`config.mk`:
```
export PLATFORM = sky130hd
export DESIGN_NAME = ap_ctrl_driver
export DESIGN_NICKNAME = d
export VERILOG_FILES = /design/src/rtl/ap_ctrl_drv_pkg.sv /design/src/rtl/ap_ctrl_ts_fifo.sv /design/src/rtl/ap_ctrl_driver.sv
export SDC_FILE = /design/constraint.sdc
export NUM_CORES = 1
export LEC_CHECK = 0
export CAP_MARGIN = 20
export CORE_MARGIN = 5
export CORE_UTILIZATION = 44
export CTS_CLUSTER_SIZE = 40
export DETAILED_ROUTE_END_ITERATION = 8
export GPL_TIMING_DRIVEN = 0
export HOLD_SLACK_MARGIN = 0.08
export PLACE_DENSITY = 0.72
export SLEW_MARGIN = 20
export SYNTH_ARGS = -nofsm -noshare
export SYNTH_HDL_FRONTEND = slang
export SYNTH_SLANG_ARGS = --single-unit
```
`constraint.sdc`:
```
create_clock -name clock -period 2.9 [get_ports clock]
set_clock_uncertainty 0.2 [all_clocks]
set_input_delay 0.435 -clock clock [delete_from_list [all_inputs] [get_ports clock]]
set_output_delay 0.435 -clock clock [all_outputs]
set_load 0.03 [all_outputs]
```
`src/rtl/ap_ctrl_drv_pkg.sv`:
```
// Shared types and default sizing for the ap_ctrl_hs transaction driver.
package ap_ctrl_drv_pkg;

    localparam int DEF_CNT_W   = 16;
    localparam int DEF_MAX_OUT = 8;
    localparam int DEF_CYC_W   = 32;

    typedef enum logic [1:0] {
        IDLE,
        ISSUE,
        DRAIN,
        FIN
    } state_t;

endpackage

```
`src/rtl/ap_ctrl_ts_fifo.sv`:
```
// In-order accept-timestamp FIFO; an empty FIFO with push+pop bypasses din.
module ap_ctrl_ts_fifo #(
    parameter int DEPTH = 8,
    parameter int W     = 32
) (
    input  logic         clock,
    input  logic         reset,
    input  logic         push,
    input  logic [W-1:0] din,
    input  logic         pop,
    output logic [W-1:0] head
);

    localparam int PW = (DEPTH > 1) ? $clog2(DEPTH) : 1;
    localparam int CW = $clog2(DEPTH + 1);

    logic [W-1:0]  mem [DEPTH];
    logic [PW-1:0] rd_ptr;
    logic [PW-1:0] wr_ptr;
    logic [CW-1:0] count;
    logic          empty;
    logic          bypass;
    logic          do_wr;
    logic          do_rd;

    assign empty  = (count == '0);
    assign bypass = empty & push & pop;
    assign do_wr  = push & ~bypass;
    assign do_rd  = pop & ~empty;
    assign head   = empty ? din : mem[rd_ptr];

    function automatic logic [PW-1:0] nxt(input logic [PW-1:0] p);
        return (p == PW'(DEPTH - 1)) ? '0 : p + PW'(1);
    endfunction

    always_ff @(posedge clock) begin
        if (do_wr) mem[wr_ptr] <= din;
    end

    always_ff @(posedge clock or posedge reset) begin
        if (reset) begin
            rd_ptr <= '0;
            wr_ptr <= '0;
            count  <= '0;
        end else begin
            if (do_wr) wr_ptr <= nxt(wr_ptr);
            if (do_rd) rd_ptr <= nxt(rd_ptr);
            count <= count + CW'(do_wr) - CW'(do_rd);
        end
    end

endmodule

```
`src/rtl/ap_ctrl_driver.sv`:
```
// Issues trans_num ap_ctrl_hs starts per run with bounded outstanding work.
// Define AP_CTRL_LATENCY_EN to add accept-to-done latency min/max tracking.
module ap_ctrl_driver
    import ap_ctrl_drv_pkg::*;
#(
    parameter int CNT_W   = DEF_CNT_W,
    parameter int MAX_OUT = DEF_MAX_OUT,
    parameter int CYC_W   = DEF_CYC_W
) (
    input  logic                         clock,
    input  logic                         reset,
    input  logic                         run,
    input  logic [CNT_W-1:0]             trans_num,
    output logic                         ap_start,
    input  logic                         ap_ready,
    input  logic                         ap_done,
    input  logic                         ap_idle,
    output logic                         busy,
    output logic                         finish,
    output logic                         err,
    output logic [CNT_W-1:0]             issued_cnt,
    output logic [CNT_W-1:0]             done_cnt,
    output logic [$clog2(MAX_OUT+1)-1:0] outstanding,
    output logic [CYC_W-1:0]             cycle_cnt
`ifdef AP_CTRL_LATENCY_EN
    ,
    output logic [CYC_W-1:0]             lat_min,
    output logic [CYC_W-1:0]             lat_max
`endif
);

    localparam int OW = $clog2(MAX_OUT + 1);

    state_t           state;
    logic [CNT_W-1:0] target;
    logic             accept;
    logic             done_ok;
    logic             spurious;

    assign ap_start = (state == ISSUE) && (outstanding < OW'(MAX_OUT));
    assign accept   = ap_start & ap_ready;
    // A done racing the very first accept is still a real completion.
    assign done_ok  = ap_done & ((outstanding != '0) | accept);
    assign spurious = ap_done & ~done_ok;

    always_ff @(posedge clock or posedge reset) begin
        if (reset) begin
            state       <= IDLE;
            busy        <= 1'b0;
            finish      <= 1'b0;
            err         <= 1'b0;
            target      <= '0;
            issued_cnt  <= '0;
            done_cnt    <= '0;
            outstanding <= '0;
            cycle_cnt   <= '0;
        end else begin
            if (spurious) err <= 1'b1;
            if (accept) issued_cnt <= issued_cnt + CNT_W'(1);
            if (done_ok) done_cnt <= done_cnt + CNT_W'(1);
            unique case ({accept, done_ok})
                2'b10:   outstanding <= outstanding + OW'(1);
                2'b01:   outstanding <= outstanding - OW'(1);
                default: ;
            endcase
            if (busy && (cycle_cnt != '1)) cycle_cnt <= cycle_cnt + CYC_W'(1);

            unique case (state)
                IDLE: begin
                    if (run) begin
                        target     <= trans_num;
                        issued_cnt <= '0;
                        done_cnt   <= '0;
                        cycle_cnt  <= '0;
                        busy       <= 1'b1;
                        if (trans_num == '0) begin
                            state  <= FIN;
                            finish <= 1'b1;
                        end else begin
                            state  <= ISSUE;
                        end
                    end
                end
                ISSUE: begin
                    if (accept && (issued_cnt + CNT_W'(1) == target))
                        state <= DRAIN;
                end
                DRAIN: begin
                    if ((outstanding == '0) && ap_idle) begin
                        state  <= FIN;
                        finish <= 1'b1;
                    end
                end
                FIN: begin
                    state  <= IDLE;
                    finish <= 1'b0;
                    busy   <= 1'b0;
                end
                default: state <= IDLE;
            endcase
        end
    end

`ifdef AP_CTRL_LATENCY_EN
    logic [CYC_W-1:0] head;
    logic [CYC_W-1:0] lat;

    ap_ctrl_ts_fifo #(
        .DEPTH (MAX_OUT),
        .W     (CYC_W)
    ) u_ts_fifo (
        .clock (clock),
        .reset (reset),
        .push  (accept),
        .din   (cycle_cnt),
        .pop   (done_ok),
        .head  (head)
    );

    assign lat = cycle_cnt - head;

    always_ff @(posedge clock or posedge reset) begin
        if (reset) begin
            lat_min <= '0;
            lat_max <= '0;
        end else if ((state == IDLE) && run) begin
            lat_min <= '1;
            lat_max <= '0;
        end else if (done_ok) begin
            if (lat < lat_min) lat_min <= lat;
            if (lat > lat_max) lat_max <= lat;
        end
    end
`endif

endmodule

```
==> flow_results.org, run 1 <==
** Outcome
- Result of the run :: complete, no violations

** Clock network
- TritonCTS built the clock tree.
- Sink Count :: 89
- Clk slew on worst S/H paths :: 0.09 ns
- TritonCTS created 9 clock buffers.
- Library cell used as clock root buffer :: sky130_fd_sc_hd__clkbuf_8
- The H-tree generated during clock tree synthesis spans 3 levels.
- No sink is reached through more buffers than the 2 on the longest clock path.
- Clock latency at the later pin of the worst-skew pair :: 0.35 ns

** STA
- In the final timing run, aggregate negative setup slack is 0 ns.
- Total setup violations reported at the end of the flow :: 0
- Dividing the final minimum period by the clock period gives 95.49%.
- The max-slew violation count is 0.
- Slack of the critical path :: 0.1309 ns
- Maximum clock frequency :: 361.1 MHz
- Relative max-transition margin :: 59.59%
- Setup repair after global routing missed its margin :: yes
- Minimum clock period :: 2.769 ns
- Transition at the pin with the smallest max-transition slack :: 0.6062 ns
- Number of failing hold endpoints at the final stage :: 0

** Final layout
- From synthesis to final layout, the design area changed by 29.57%.
- 0 antenna diodes ended up in the layout.
- The post-route netlist has 10.46% of its cells at a drive strength greater than 1.
- # nets final :: 642
- For this run, the number of standard cells in the final layout without fillers is 752.

** Synthesis
- Fraction of synthesis flops using an asynchronous set or reset pin :: 100.0%
- Yosys mapped a number of flops with a built-in enable equal to 0.
- Sequential cells were found to cover 46.09% of the synthesized design area.
- Synth top area share :: 46.09%
- Distinct cells, synth :: 51
- Post-Synthesis Mean Instance Area :: 9.645 um^2
- Library cell with the largest summed area after synthesis :: sky130_fd_sc_hd__dfrtp_1
- In this run, synthesis produced a sequential element count of 89.
- After synthesis the cells add up to 4832 um^2.
- Dominant cells by area after synthesis :: sky130_fd_sc_hd__dfrtp_1 46%, sky130_fd_sc_hd__xor2_1 8.3%, sky130_fd_sc_hd__nor2_1 5.4%
- Most frequently used flop master after synthesis :: sky130_fd_sc_hd__dfrtp_1
- Number of warnings reported in the yosys synthesis log :: 0
- Cell count after synthesis :: 501
- Post-Synthesis Net Count :: 534

** Routing
- DRC violations left :: 0
- DRT antenna net count :: 0
- Routed wire length :: 11790 um
- The routed layout has 4052 vias.
- Detailed Route Iter0 Violations :: 211
- Number of iterations in the first detailed-routing pass :: 4
- In the routed layout, each cell is associated on average with a via count of 5.388.
- After detailed routing, the average wire length per cell comes to 15.68 um.

** GRT
- After global routing the overflow that remains totals 0.
- The via count of the first global-routing pass came to 4020.
- The number of antenna violations at the first check in global routing was 0.
- The first global-routing pass estimated 19710 um of wire.
- Global routing consumed, over all layers together, 18.54% of the routing resources.
- Maximum number of pins on one net before global-route repair :: 32

** Setup path
- In this run the worst path has a maximum fanout of 10.
- Cell class contributing the biggest share of worst-path delay :: adder cells
- Reg-to-Reg End :: outstanding[3]
- CP Class :: flip-flop to flip-flop
- Setup crit start :: state[1]
- The largest single stage delay on the critical path is 0.41 ns.
- Beginning of the worst register-to-register path :: state[1]
- STA classifies the critical path endpoint as a flip-flop.
- Traced cell by cell, the critical path runs through inv_1 -> ha_2 -> nand2_2 -> nor2_4 -> buf_4 -> inv_1 -> ha_1 -> ha_1 -> a21o_1 -> a21oi_1 -> xnor2_1 -> nor2_1 -> xor2_1.
- Logic depth of the worst register-to-register path :: 13
- STA classifies the critical path startpoint as a flip-flop.
- CP Capture Point :: outstanding[3]
- Bufs and invs on worst path :: 3
- Slowest cell on the critical path :: sky130_fd_sc_hd__dfrtp_1
- Data on the critical path arrives at its endpoint at 2.80 ns.
- CP required :: 2.93 ns
- Logic depth of the worst setup path including buffers :: 13
- Setup slack on the worst reg-to-reg path comes out at 0.13 ns.

** Die
- I/O pin cnt :: 94
- Starting utilization of the core area :: 44.77%
- Die ar. :: 13180 um^2
- From left edge to right edge, the die measures 114.8 um.
- Row generation in the floorplan step produced 38 rows.
- Die Y-Extent :: 114.8 um
- The core region is 10790 um^2.

** Placed design
- Worst slack at placement :: -0.6967 ns
- In this run the tool buffered the top-level ports with 93 buffer cells.
- Cells after DPL :: 737
- Routability-driven placement finished with a final weighted congestion of 0.8510.
- Detailed placement finished with a half-perimeter wire length of 8920 um.

** Pwr
- The analysis attributes to cell leakage a power of 2.639 nW.
- Post-route total power :: 0.004358 W
- Areal power density over the cells :: 696.1 nW/um^2
- The worst-case IR drop observed on VDD is 0.5583 mV.

** Flow run
- The tool flagged a number of max-cap violations equal to 0.

** Min path
- HP Class :: input port to async pin
-- per-layer routing --
layer,vias to the layer above,part of all wire [%],global-route usage [%]
li1,1947,-,-
met3,11,4.6,4.000
met2,95,50,30.81
met5,-,0,0
met4,0,1.1,5.086
met1,1999,44,24.71
-- Yosys cell counts (2+ instances only) --
master,number
sky130_fd_sc_hd__nor4_1,5
sky130_fd_sc_hd__mux2_2,16
sky130_fd_sc_hd__o21ai_0,18
sky130_fd_sc_hd__o21a_1,2
sky130_fd_sc_hd__and3_1,14
sky130_fd_sc_hd__a31o_2,2
sky130_fd_sc_hd__nand2_1,38
sky130_fd_sc_hd__clkbuf_1,11
sky130_fd_sc_hd__ha_1,10
sky130_fd_sc_hd__dfrtp_1,89
sky130_fd_sc_hd__nand3_1,27
sky130_fd_sc_hd__nand3_2,2
sky130_fd_sc_hd__and4_1,3
sky130_fd_sc_hd__and2_1,2
sky130_fd_sc_hd__mux2i_1,4
sky130_fd_sc_hd__buf_2,5
sky130_fd_sc_hd__nor2b_1,3
sky130_fd_sc_hd__a21oi_1,18
sky130_fd_sc_hd__a21o_1,3
sky130_fd_sc_hd__nor2_1,69
sky130_fd_sc_hd__xor2_1,46
sky130_fd_sc_hd__nand4_2,2
sky130_fd_sc_hd__inv_1,15
sky130_fd_sc_hd__or3_1,11
sky130_fd_sc_hd__nand4_1,23
sky130_fd_sc_hd__buf_4,2
sky130_fd_sc_hd__nand2b_1,3
sky130_fd_sc_hd__xnor2_1,28
sky130_fd_sc_hd__nor3_1,8
-- logic make-up after synthesis --
group	share of synthesized area, %
AND/OR/NAND/NOR	23.25
flip-flops	46.09
XOR/XNOR	13.41
AO/OA/AOI/OAI	6.759
buffers and inverters	2.926
multiplexers	4.557
adder cells (fa/ha/maj)	3.004
-- layout by cell type (no fill, tap or decap), drive strengths merged, types with 4 or more instances in the layout --
cell,count
ha,10
clkbuf,20
nor4,6
mux2,16
nand3,29
and3,15
or3,11
o21ai,18
inv,14
nand4,25
clkdlybuf4s50,93
buf,14
a21oi,18
xnor2,28
xor2,46
nand2,39
and4,4
mux2i,4
nor3,8
dfrtp,89
nor2,69
-- sequential cells by signal, summed over array words and instances (netlist names) --
signal       cells
cycle_cnt       32
done_cnt        16
issued_cnt      16
target          16
outstanding      4
state            2
busy             1
err              1
finish           1
-- how the worst min path moves through the flow --
stage / startpoint / end / slack [ns] / depth (start not counted)
after floorplan: target[2] / target[2] / 0.30 / 1
after global placement: err / err / 0.27 / 1
after detailed placement: finish / finish / 0.28 / 2
after CTS: reset / issued_cnt[3] / 0.27 / 2
after global routing: reset / issued_cnt[2] / 0.29 / 2
final: reset / target[3] / 0.27 / 2
-- metrics by stage --
| step | utilization [%] | cell area (um^2) | hold slack [ns] |
|---|---|---|---|
| floorplan | - | 4836 | 0.3008 |
| global placement | 55.05 | 5942 | 0.2667 |
| detailed placement | 55.75 | 6017 | 0.2781 |
| CTS | 57.69 | 6226 | 0.2744 |
| global route | 58.01 | 6261 | 0.2917 |
| finish | 58.01 | 6261 | 0.2708 |
-- worst reg2reg max path: stages, from the launching register on --
cell and delay, ns:
sky130_fd_sc_hd__dfrtp_1 0.41, sky130_fd_sc_hd__inv_1 0.11, sky130_fd_sc_hd__ha_2 0.23, sky130_fd_sc_hd__nand2_2 0.12, sky130_fd_sc_hd__nor2_4 0.14, sky130_fd_sc_hd__buf_4 0.19, sky130_fd_sc_hd__inv_1 0.07, sky130_fd_sc_hd__ha_1 0.24
sky130_fd_sc_hd__ha_1 0.28, sky130_fd_sc_hd__a21o_1 0.17, sky130_fd_sc_hd__a21oi_1 0.17, sky130_fd_sc_hd__xnor2_1 0.14, sky130_fd_sc_hd__nor2_1 0.08, sky130_fd_sc_hd__xor2_1 0.14
-- timing repair --
action / 4_1_cts / 5_1_grt
endpoints found under the setup margin: 3 / 63
buffers inserted: 1 / 0
pin swaps: 1 / 0
hold buffers: 0 / 0
gates resized for setup: 5 / 14
-- cell type report --
class / instances / area (um^2)
plain buffers: 19 / 91.34
clock inverters: 3 / 42.54
repair buffers: 97 / 1013
fillers: 960 / 4532
well taps: 140 / 175.2
multi-input cells: 378 / 2509
clock buffers: 11 / 141.4
flip-flops and latches: 89 / 2228
inverters: 15 / 60.06
-- where the power goes --
group	switching (W)	internal, W
logic	0.000955	0.000786
registers	0.000298	0.00149
clock network	0.000414	0.000412
No activity file was read; power rests on OpenSTA's default activity.
==> run 2: changes to the inputs <==
GPL_ROUTABILITY_DRIVEN = 1   (was default)
==> results of run 2 <==
Same layout as run 1: the final DEF is identical, and so are final timing and power.
